$ cat config.mk
export PLATFORM = sky130hd
export DESIGN_NAME = pass_verify_flat
export DESIGN_NICKNAME = d
export VERILOG_FILES = /design/src/rtl/pass_verify_if.sv /design/src/rtl/pass_verify.sv /design/src/flat_wrapper.sv
export SDC_FILE = /design/constraint.sdc
export NUM_CORES = 1
export LEC_CHECK = 0
export BUFFER_PORTS_ARGS = -buffer_cell sky130_fd_sc_hd__buf_2
export CORE_ASPECT_RATIO = 1.4
export CORE_MARGIN = 5
export CORE_UTILIZATION = 45
export CTS_CLUSTER_DIAMETER = 60
export DETAILED_ROUTE_END_ITERATION = 16
export PLACE_DENSITY = 0.74
export SLEW_MARGIN = 0
export SYNTH_ARGS = -nofsm -noshare
export SYNTH_HDL_FRONTEND = slang
export SYNTH_SLANG_ARGS = --single-unit
$ cat constraint.sdc
create_clock -name clk -period 2.9 [get_ports clk]
set_input_delay 0.29 -clock clk [delete_from_list [all_inputs] [get_ports clk]]
set_output_delay 0.29 -clock clk [all_outputs]
set_load 0.005 [all_outputs]
$ cat src/rtl/pass_verify_if.sv
// Password-check bus between the requester/password store and pass_verify.
// The master drives the request and the store read data; the slave returns status.
interface pass_verify_if;
  logic        check;
  logic [15:0] pin_in;
  logic [16:0] slot_data;
  logic [1:0]  read_addr;
  logic        busy;
  logic        match;
  logic        fail;
  logic [1:0]  match_slot;
  logic        locked;
  logic [2:0]  fail_cnt;

  modport master (
    output check, pin_in, slot_data,
    input  read_addr, busy, match, fail, match_slot, locked, fail_cnt
  );

  modport slave (
    input  check, pin_in, slot_data,
    output read_addr, busy, match, fail, match_slot, locked, fail_cnt
  );
endinterface

$ cat src/rtl/pass_verify.sv
// Password verifier: scans a three-slot password store, reports match/fail and
// counts consecutive failures. Lockout is built only when PASS_VERIFY_LOCKOUT_EN is defined.
module pass_verify #(
  parameter int unsigned MAX_FAILS   = 3,
  parameter int unsigned LOCK_CYCLES = 1000
) (
  input logic          clk,
  input logic          reset,
  pass_verify_if.slave bus
);

  if (MAX_FAILS < 1 || MAX_FAILS > 7) begin : gen_bad_max_fails
    $error("pass_verify: MAX_FAILS must be in 1..7");
  end
  if (LOCK_CYCLES < 1 || LOCK_CYCLES > 65535) begin : gen_bad_lock_cycles
    $error("pass_verify: LOCK_CYCLES must be in 1..65535");
  end

  typedef enum logic [1:0] {
    StIdle,
    StScan,
`ifdef PASS_VERIFY_LOCKOUT_EN
    StDone,
    StLock
`else
    StDone
`endif
  } state_e;

  state_e      state_q, state_d;
  logic [1:0]  addr_q, addr_d;
  logic [15:0] pin_q, pin_d;
  logic        match_q, match_d;
  logic        fail_q, fail_d;
  logic [1:0]  slot_q, slot_d;
  logic [2:0]  fail_cnt_q, fail_cnt_d;
`ifdef PASS_VERIFY_LOCKOUT_EN
  logic [15:0] lock_cnt_q, lock_cnt_d;
`endif

  logic hit;
  assign hit = bus.slot_data[16] && (bus.slot_data[15:0] == pin_q);

  always_comb begin
    state_d    = state_q;
    addr_d     = addr_q;
    pin_d      = pin_q;
    match_d    = 1'b0;
    fail_d     = 1'b0;
    slot_d     = slot_q;
    fail_cnt_d = fail_cnt_q;
`ifdef PASS_VERIFY_LOCKOUT_EN
    lock_cnt_d = lock_cnt_q;
`endif
    unique case (state_q)
      StIdle: begin
        addr_d = 2'd0;
        if (bus.check) begin
          pin_d   = bus.pin_in;
          state_d = StScan;
        end
      end
      StScan: begin
        // Slots are visited in ascending order, so the first hit is the lowest index.
        if (hit) begin
          match_d    = 1'b1;
          slot_d     = addr_q;
          fail_cnt_d = 3'd0;
          addr_d     = 2'd0;
          state_d    = StDone;
        end else if (addr_q == 2'd2) begin
          fail_d     = 1'b1;
          fail_cnt_d = (fail_cnt_q == 3'd7) ? 3'd7 : fail_cnt_q + 3'd1;
          addr_d     = 2'd0;
          state_d    = StDone;
        end else begin
          addr_d = addr_q + 2'd1;
        end
      end
      StDone: begin
`ifdef PASS_VERIFY_LOCKOUT_EN
        if (fail_q && (fail_cnt_q == 3'(MAX_FAILS))) begin
          lock_cnt_d = 16'(LOCK_CYCLES);
          state_d    = StLock;
        end else begin
          state_d = StIdle;
        end
`else
        state_d = StIdle;
`endif
      end
`ifdef PASS_VERIFY_LOCKOUT_EN
      StLock: begin
        // Counter holds the remaining lock cycles including the current one.
        if (lock_cnt_q <= 16'd1) begin
          lock_cnt_d = 16'd0;
          fail_cnt_d = 3'd0;
          state_d    = StIdle;
        end else begin
          lock_cnt_d = lock_cnt_q - 16'd1;
        end
      end
`endif
      default: state_d = StIdle;
    endcase
  end

  always_ff @(posedge clk or posedge reset) begin
    if (reset) begin
      state_q    <= StIdle;
      addr_q     <= 2'd0;
      pin_q      <= 16'd0;
      match_q    <= 1'b0;
      fail_q     <= 1'b0;
      slot_q     <= 2'd0;
      fail_cnt_q <= 3'd0;
`ifdef PASS_VERIFY_LOCKOUT_EN
      lock_cnt_q <= 16'd0;
`endif
    end else begin
      state_q    <= state_d;
      addr_q     <= addr_d;
      pin_q      <= pin_d;
      match_q    <= match_d;
      fail_q     <= fail_d;
      slot_q     <= slot_d;
      fail_cnt_q <= fail_cnt_d;
`ifdef PASS_VERIFY_LOCKOUT_EN
      lock_cnt_q <= lock_cnt_d;
`endif
    end
  end

  assign bus.read_addr  = addr_q;
  assign bus.busy       = (state_q != StIdle);
  assign bus.match      = match_q;
  assign bus.fail       = fail_q;
  assign bus.match_slot = slot_q;
  assign bus.fail_cnt   = fail_cnt_q;
`ifdef PASS_VERIFY_LOCKOUT_EN
  assign bus.locked     = (state_q == StLock);
`else
  assign bus.locked     = 1'b0;
`endif

endmodule

$ cat src/flat_wrapper.sv
// flat-port wrapper written by rule: the top's interface ports become plain ports
module pass_verify_flat 
#(
  parameter int unsigned MAX_FAILS   = 3,
  parameter int unsigned LOCK_CYCLES = 1000
)
  (clk, reset, bus_check, bus_pin_in, bus_slot_data, bus_read_addr, bus_busy, bus_match, bus_fail, bus_match_slot, bus_locked, bus_fail_cnt);
  pass_verify_if bus_i ();
  input logic clk;
  input logic reset;
  input wire logic [$bits(bus_i.check)-1:0] bus_check;
  input wire logic [$bits(bus_i.pin_in)-1:0] bus_pin_in;
  input wire logic [$bits(bus_i.slot_data)-1:0] bus_slot_data;
  output wire logic [$bits(bus_i.read_addr)-1:0] bus_read_addr;
  output wire logic [$bits(bus_i.busy)-1:0] bus_busy;
  output wire logic [$bits(bus_i.match)-1:0] bus_match;
  output wire logic [$bits(bus_i.fail)-1:0] bus_fail;
  output wire logic [$bits(bus_i.match_slot)-1:0] bus_match_slot;
  output wire logic [$bits(bus_i.locked)-1:0] bus_locked;
  output wire logic [$bits(bus_i.fail_cnt)-1:0] bus_fail_cnt;
  assign bus_i.check = bus_check;
  assign bus_i.pin_in = bus_pin_in;
  assign bus_i.slot_data = bus_slot_data;
  assign bus_read_addr = bus_i.read_addr;
  assign bus_busy = bus_i.busy;
  assign bus_match = bus_i.match;
  assign bus_fail = bus_i.fail;
  assign bus_match_slot = bus_i.match_slot;
  assign bus_locked = bus_i.locked;
  assign bus_fail_cnt = bus_i.fail_cnt;
  pass_verify #(.MAX_FAILS(MAX_FAILS), .LOCK_CYCLES(LOCK_CYCLES)) u_core (.clk(clk), .reset(reset), .bus(bus_i));
endmodule
Word level (Yosys, flattened, before mapping)

Cells that the tools add are included.
Widths: inputs -> output; s select.

Output and inout port bits: 11
RAM bits: 0
Memories kept: 0
Word-level logic and storage cells: 39
Memory bits (read-only): 0
Latch bits: 0
Bits of input ports: 36
Bits in registers: 27

Magnitude comparators: 0
Bitwise gates (word level): 0
Shift operators: 0
Mux-type cells: 15
Reductions and logical operators: 9
Add/subtract/negate cells: 2
Multipliers: 0
Div/mod/pow operators: 0
Equality and inequality tests: 6

Operators with widths:

| kind                | count |
|---|---|
| $eq 16x16->1        | 1 |
| $mux 2              | 5 |
| $mux 3              | 3 |
| $pmux 2 s2          | 2 |
| $reduce_and 2->1    | 4 |
| $reduce_bool 2->1   | 3 |
| $mux 1              | 5 |
| $add 3x1->3 const B | 1 |
| $eq 3x3->1 const B  | 1 |
| $ne 3x1->1 const B  | 1 |
| $add 2x1->2 const B | 1 |
| $eq 2x1->1 const B  | 1 |
| $eq 2x2->1 const B  | 1 |
| $logic_not 2->1     | 1 |
| $ne 2x2->1 const B  | 1 |
| $logic_and 1x1->1   | 1 |

Longest topological paths before layout

Depth in word-level cells: 4
Mapped depth: 5
Mapped depth without buffers: 5

Worst setup path before layout

Ideal clock, no wire load.

Path kind: register to register
Start: register u_core.pin_q[11]
End: register u_core.slot_q[0], in the netlist u_core.bus.match_slot[0]
Cell stages (with the launch flop): 6
Path buffers: 0
Period minus slack after synthesis: 1.645 ns
Arrival: 1.520 ns
Slack: 1.255 ns
Required time: 2.775 ns
Library setup time: 0.125 ns
Cells stage by stage: dfrtp_1 xor2_1 nor4_2 nand2_2 nor3_4 mux2_4

Word-level cells in the longest chain between the ends: 3

RTL lines:

| what                       | line               | source |
|---|---|---|
| start: declaration         | pass_verify.sv:32  | `logic [15:0] pin_q, pin_d;` |
| start signal: assignment   | pass_verify.sv:123 | `pin_q <= pin_d;` |
| $eq 16x16->1               | pass_verify.sv:42  | `assign hit = bus.slot_data[16] && (bus.slot_data[15:0] == pin_q);` |
| $logic_and 1x1->1          | pass_verify.sv:42  |  |
| $reduce_and 2->1 (no line) | -                  |  |
| end signal: assignment     | pass_verify.sv:126 | `slot_q <= slot_d;` |
| end: declaration           | pass_verify.sv:35  | `logic [1:0] slot_q, slot_d;` |

Every way passes these cells.
A chain may end at the register's enable or synchronous reset.

Worst setup path in the final report

Start: register u_core.state_q[1]
End: register u_core.pin_q[5]

Word-level cells in the longest chain between the ends: 2

RTL lines:

| what                       | line               | source |
|---|---|---|
| start: declaration         | pass_verify.sv:30  | `state_e state_q, state_d;` |
| start signal: assignment   | pass_verify.sv:110 | `state_q <= StIdle;` |
| start signal: assignment   | pass_verify.sv:121 | `state_q <= state_d;` |
| $logic_not 2->1            | pass_verify.sv:55  | `unique case (state_q)` |
| $reduce_and 2->1 (no line) | -                  |  |

Every way passes these cells.

==> results.sh <==
export IMPL_run_status="finished clean"
export IMPL_hold_slack_ns=0.247
export IMPL_clkTransAtPathRegs_ns=0.09
export IMPL_skew_ns=0.00466
export IMPL_ys_types=30
export IMPL_synth_fa_ha_area_frac=0.00971
export IMPL_worst_slew_margin_rel=0.326
export IMPL_critical_path_cell_chain="or2_2 > nor2_2 > mux2_2"
export IMPL_detail_route_vias_per_cell=5.00
export IMPL_crit_path_end_kind="register"
export IMPL_critical_path_max_fanout=17
export IMPL_critical_path_n_buffers_inverters=0
export IMPL_post_cts_hold_buffer_count=0
export IMPL_floorplan_rows=23
export IMPL_clock_latency_ns=0.27
export IMPL_finalWirelength_mm=2.51
export IMPL_postLayoutSetupSlackWorst_ns=1.00
export IMPL_dp_worst_setup_slack_ns=1.01
export IMPL_power_density_nw_per_um2=856
export IMPL_total_leakage_power_nw=0.748
export IMPL_die_x_microns=55.2
export IMPL_cts_root_buffer_cell="sky130_fd_sc_hd__clkbuf_8"
export IMPL_ir_worst_vdd_v=0.000544
export IMPL_dr_pass1_iters=4
export IMPL_placeableCoreArea_sq_um=2820
export IMPL_setup_viol=0
export IMPL_cap_viol_max_count=0
export IMPL_final_period_utilization=0.654
export IMPL_startpoint_type="register"
export IMPL_clkSinkCount=27
export IMPL_synth_area_in_simple_gates=0.117
export IMPL_post_layout_total_power_w=0.00136
export IMPL_rsz0062_at_grt="false"
export IMPL_cp_arrival_ns=2.06
export IMPL_critPathMaxStageDelay_ns=0.63
export IMPL_min_delay_path_class="in -> async"
export IMPL_yosys_warnings=0
export IMPL_timing_final_max_slew_violations=0
export IMPL_max_clock_freq_mhz=527
export IMPL_route_detailed_wl_per_inst_microns=13.4
export IMPL_worstPathRequired_ns=3.06
export IMPL_tritoncts_clock_tree="done"
export IMPL_post_synth_inst_count=103
export IMPL_post_route_min_period_ns=1.90
export IMPL_design_final_nets=188
export IMPL_initial_utilization=0.457
export IMPL_path_class="reg -> reg"
export IMPL_max_clock_path_buffers=2
export IMPL_detail_route_iter0_violations=24
export IMPL_syn_area_sq_um=1290
export IMPL_grt_start_max_net_pins=28
export IMPL_hpwlAfterDp_mm=2.01
export IMPL_gpl_final_weighted_congestion=0.842
export IMPL_yosys_register_bits=27
export IMPL_most_common_layout_cells="45 x sky130_fd_sc_hd__buf_2, 27 x sky130_fd_sc_hd__dfrtp_1, 16 x sky130_fd_sc_hd__mux2_2"
export IMPL_post_synth_xor_area_fraction=0.109
export IMPL_critical_r2r_launch="u_core.state_q[1]"
export IMPL_die_y_microns=73.3
export IMPL_worst_slew_pin_tran_ns=1.01
export IMPL_h_tree_depth=1
export IMPL_crit_path_start="u_core.state_q[1]"
export IMPL_synthesis_nets=140
export IMPL_pin_count=47
export IMPL_first_global_vias=1020
export IMPL_grt_pass1_wl_mm=4.32
export IMPL_synth_seq_area_share=0.524
export IMPL_drcViolationCount=0
export IMPL_ant_nets=0
export IMPL_syn_mean_instance_area_sq_um=12.5
export IMPL_postCtsSetupRepairBufs=0
export IMPL_antenna_diode_count=0
export IMPL_overflow=0
export IMPL_io_buffer_count=45
export IMPL_layout_area_overhead_vs_synth_pct=23.5
export IMPL_crit_path_top_delay_cell="sky130_fd_sc_hd__nor2_2"
export IMPL_vias=935
export IMPL_post_synth_mux_area_share=0.163
export IMPL_layout_cells_most_common="sky130_fd_sc_hd__buf_2"
export IMPL_cp_top_family="simple AND/OR/NAND/NOR gates"
export IMPL_combinational_family_with_the_most_area_after_synthesis="multiplexers"
export IMPL_cts_repair_resized=0
export IMPL_finalSetupTns_ns=0
export IMPL_grt_total_usage=0.132
export IMPL_number_of_antenna_violations_at_the_first_check_in_global_routing=0
export IMPL_die_area_sq_um=4050
export IMPL_final_count_of_hold_timing_violations=0
export IMPL_cts_buffers=3
export IMPL_layout_drive_gt1_share=0.507
export IMPL_synth_compound_gate_area_share=0.0515
registers in the layout, summed over array words and instances (netlist names):
name and count:
u_core.bus.read_addr 2, u_core.pin_q 16, u_core.bus.match_slot 2, u_core.state_q 2
u_core.bus.match 1, u_core.bus.fail 1, u_core.bus.fail_cnt 3
worst paths after layout:
| check | end | slack (ns) | depth (start not counted) |
|---|---|---|---|
| setup / recovery | u_core.pin_q[5] | 1.00 | 3 |
| hold / removal | u_core.pin_q[2] | 0.25 | 2 |
| setup reg to reg | u_core.pin_q[5] | 1.00 | 3 |
| hold reg to reg | u_core.bus.match_slot[0] | 0.52 | 1 |
| max in group asynchronous | u_core.pin_q[8] | 2.04 | 2 |
| min in group clk | u_core.pin_q[6] | 0.25 | 2 |
Yosys cell counts:
library cell               number  area (sq um)
sky130_fd_sc_hd__or2_1          1          6.26
sky130_fd_sc_hd__a21oi_1        3          15.0
sky130_fd_sc_hd__xor2_1         8          70.1
sky130_fd_sc_hd__o21ai_0        4          20.0
sky130_fd_sc_hd__nor3_1         1          5.00
sky130_fd_sc_hd__nor4_2         2          25.0
sky130_fd_sc_hd__or2_2          1          6.26
sky130_fd_sc_hd__buf_4          2          15.0
sky130_fd_sc_hd__or2b_2         1          8.76
sky130_fd_sc_hd__dfrtp_1       27           676
sky130_fd_sc_hd__ha_1           1          12.5
sky130_fd_sc_hd__xnor2_1        8          70.1
sky130_fd_sc_hd__inv_1          4          15.0
sky130_fd_sc_hd__a31o_2         1          8.76
sky130_fd_sc_hd__nor2_2         1          6.26
sky130_fd_sc_hd__or3_4          1          11.3
sky130_fd_sc_hd__nor3_4         1          16.3
sky130_fd_sc_hd__o22ai_1        1          6.26
sky130_fd_sc_hd__nand2_2        1          6.26
sky130_fd_sc_hd__nand3_1        2          10.0
sky130_fd_sc_hd__nand2b_1       1          6.26
sky130_fd_sc_hd__nand4_1        1          6.26
sky130_fd_sc_hd__or3_1          1          6.26
sky130_fd_sc_hd__mux2_2        16           180
sky130_fd_sc_hd__nor2_1         4          15.0
sky130_fd_sc_hd__o211ai_1       1          7.51
sky130_fd_sc_hd__conb_1         1          3.75
sky130_fd_sc_hd__mux2_4         2          30.0
sky130_fd_sc_hd__nand2_1        4          15.0
sky130_fd_sc_hd__o41ai_1        1          8.76
stage by stage:
stage | area, sq um | utilization | std cells
after global routing | 1590 | 0.564 | 187
after detailed placement | 1550 | 0.548 | 183
after CTS | 1590 | 0.564 | 187
final | 1590 | 0.564 | 187
after floorplan | 1290 | - | 103
after global placement | 1550 | 0.548 | 183
where the power goes:
part           internal, W  total (W)  switching, W
sequential        0.000533   0.000650      0.000117
combinational     0.000288   0.000505      0.000217
clock            0.0000962   0.000208      0.000112
routing by layer:
metal	wire length [microns]	up-vias	global-route usage
met5	0	-	0
met3	165	4	0.0351
met1	927	457	0.144
met2	1390	28	0.241
li1	-	446	-
met4	30	0	0.0568
worst reg2reg max path, stage by stage (launching register included):
cell and delay (ns):
sky130_fd_sc_hd__dfrtp_1 0.42, sky130_fd_sc_hd__or2_2 0.32, sky130_fd_sc_hd__nor2_2 0.63, sky130_fd_sc_hd__mux2_2 0.42
layout make-up:
cell class              count  area (sq um)
fillers                   282          1230
flip-flops and latches     27           676
multi-input cells          70           583
repair buffers             45           225
well taps                  37          46.3
clock buffers               3          41.3
inverters                   4          15.0
clock inverters             1          5.00
logic make-up (layout without fill, tap and decap cells):
| logic type | Yosys count | in the layout |
|---|---|---|
| buf+inv | 6 | 53 |
| compound gates | 11 | 11 |
| mux | 18 | 18 |
| other cells | 1 | 1 |
| simple gates | 23 | 23 |
| flops | 27 | 27 |
| xor+xnor | 16 | 16 |
| fa+ha+maj | 1 | 1 |
Note: power is estimated with default switching activity, not from simulation.
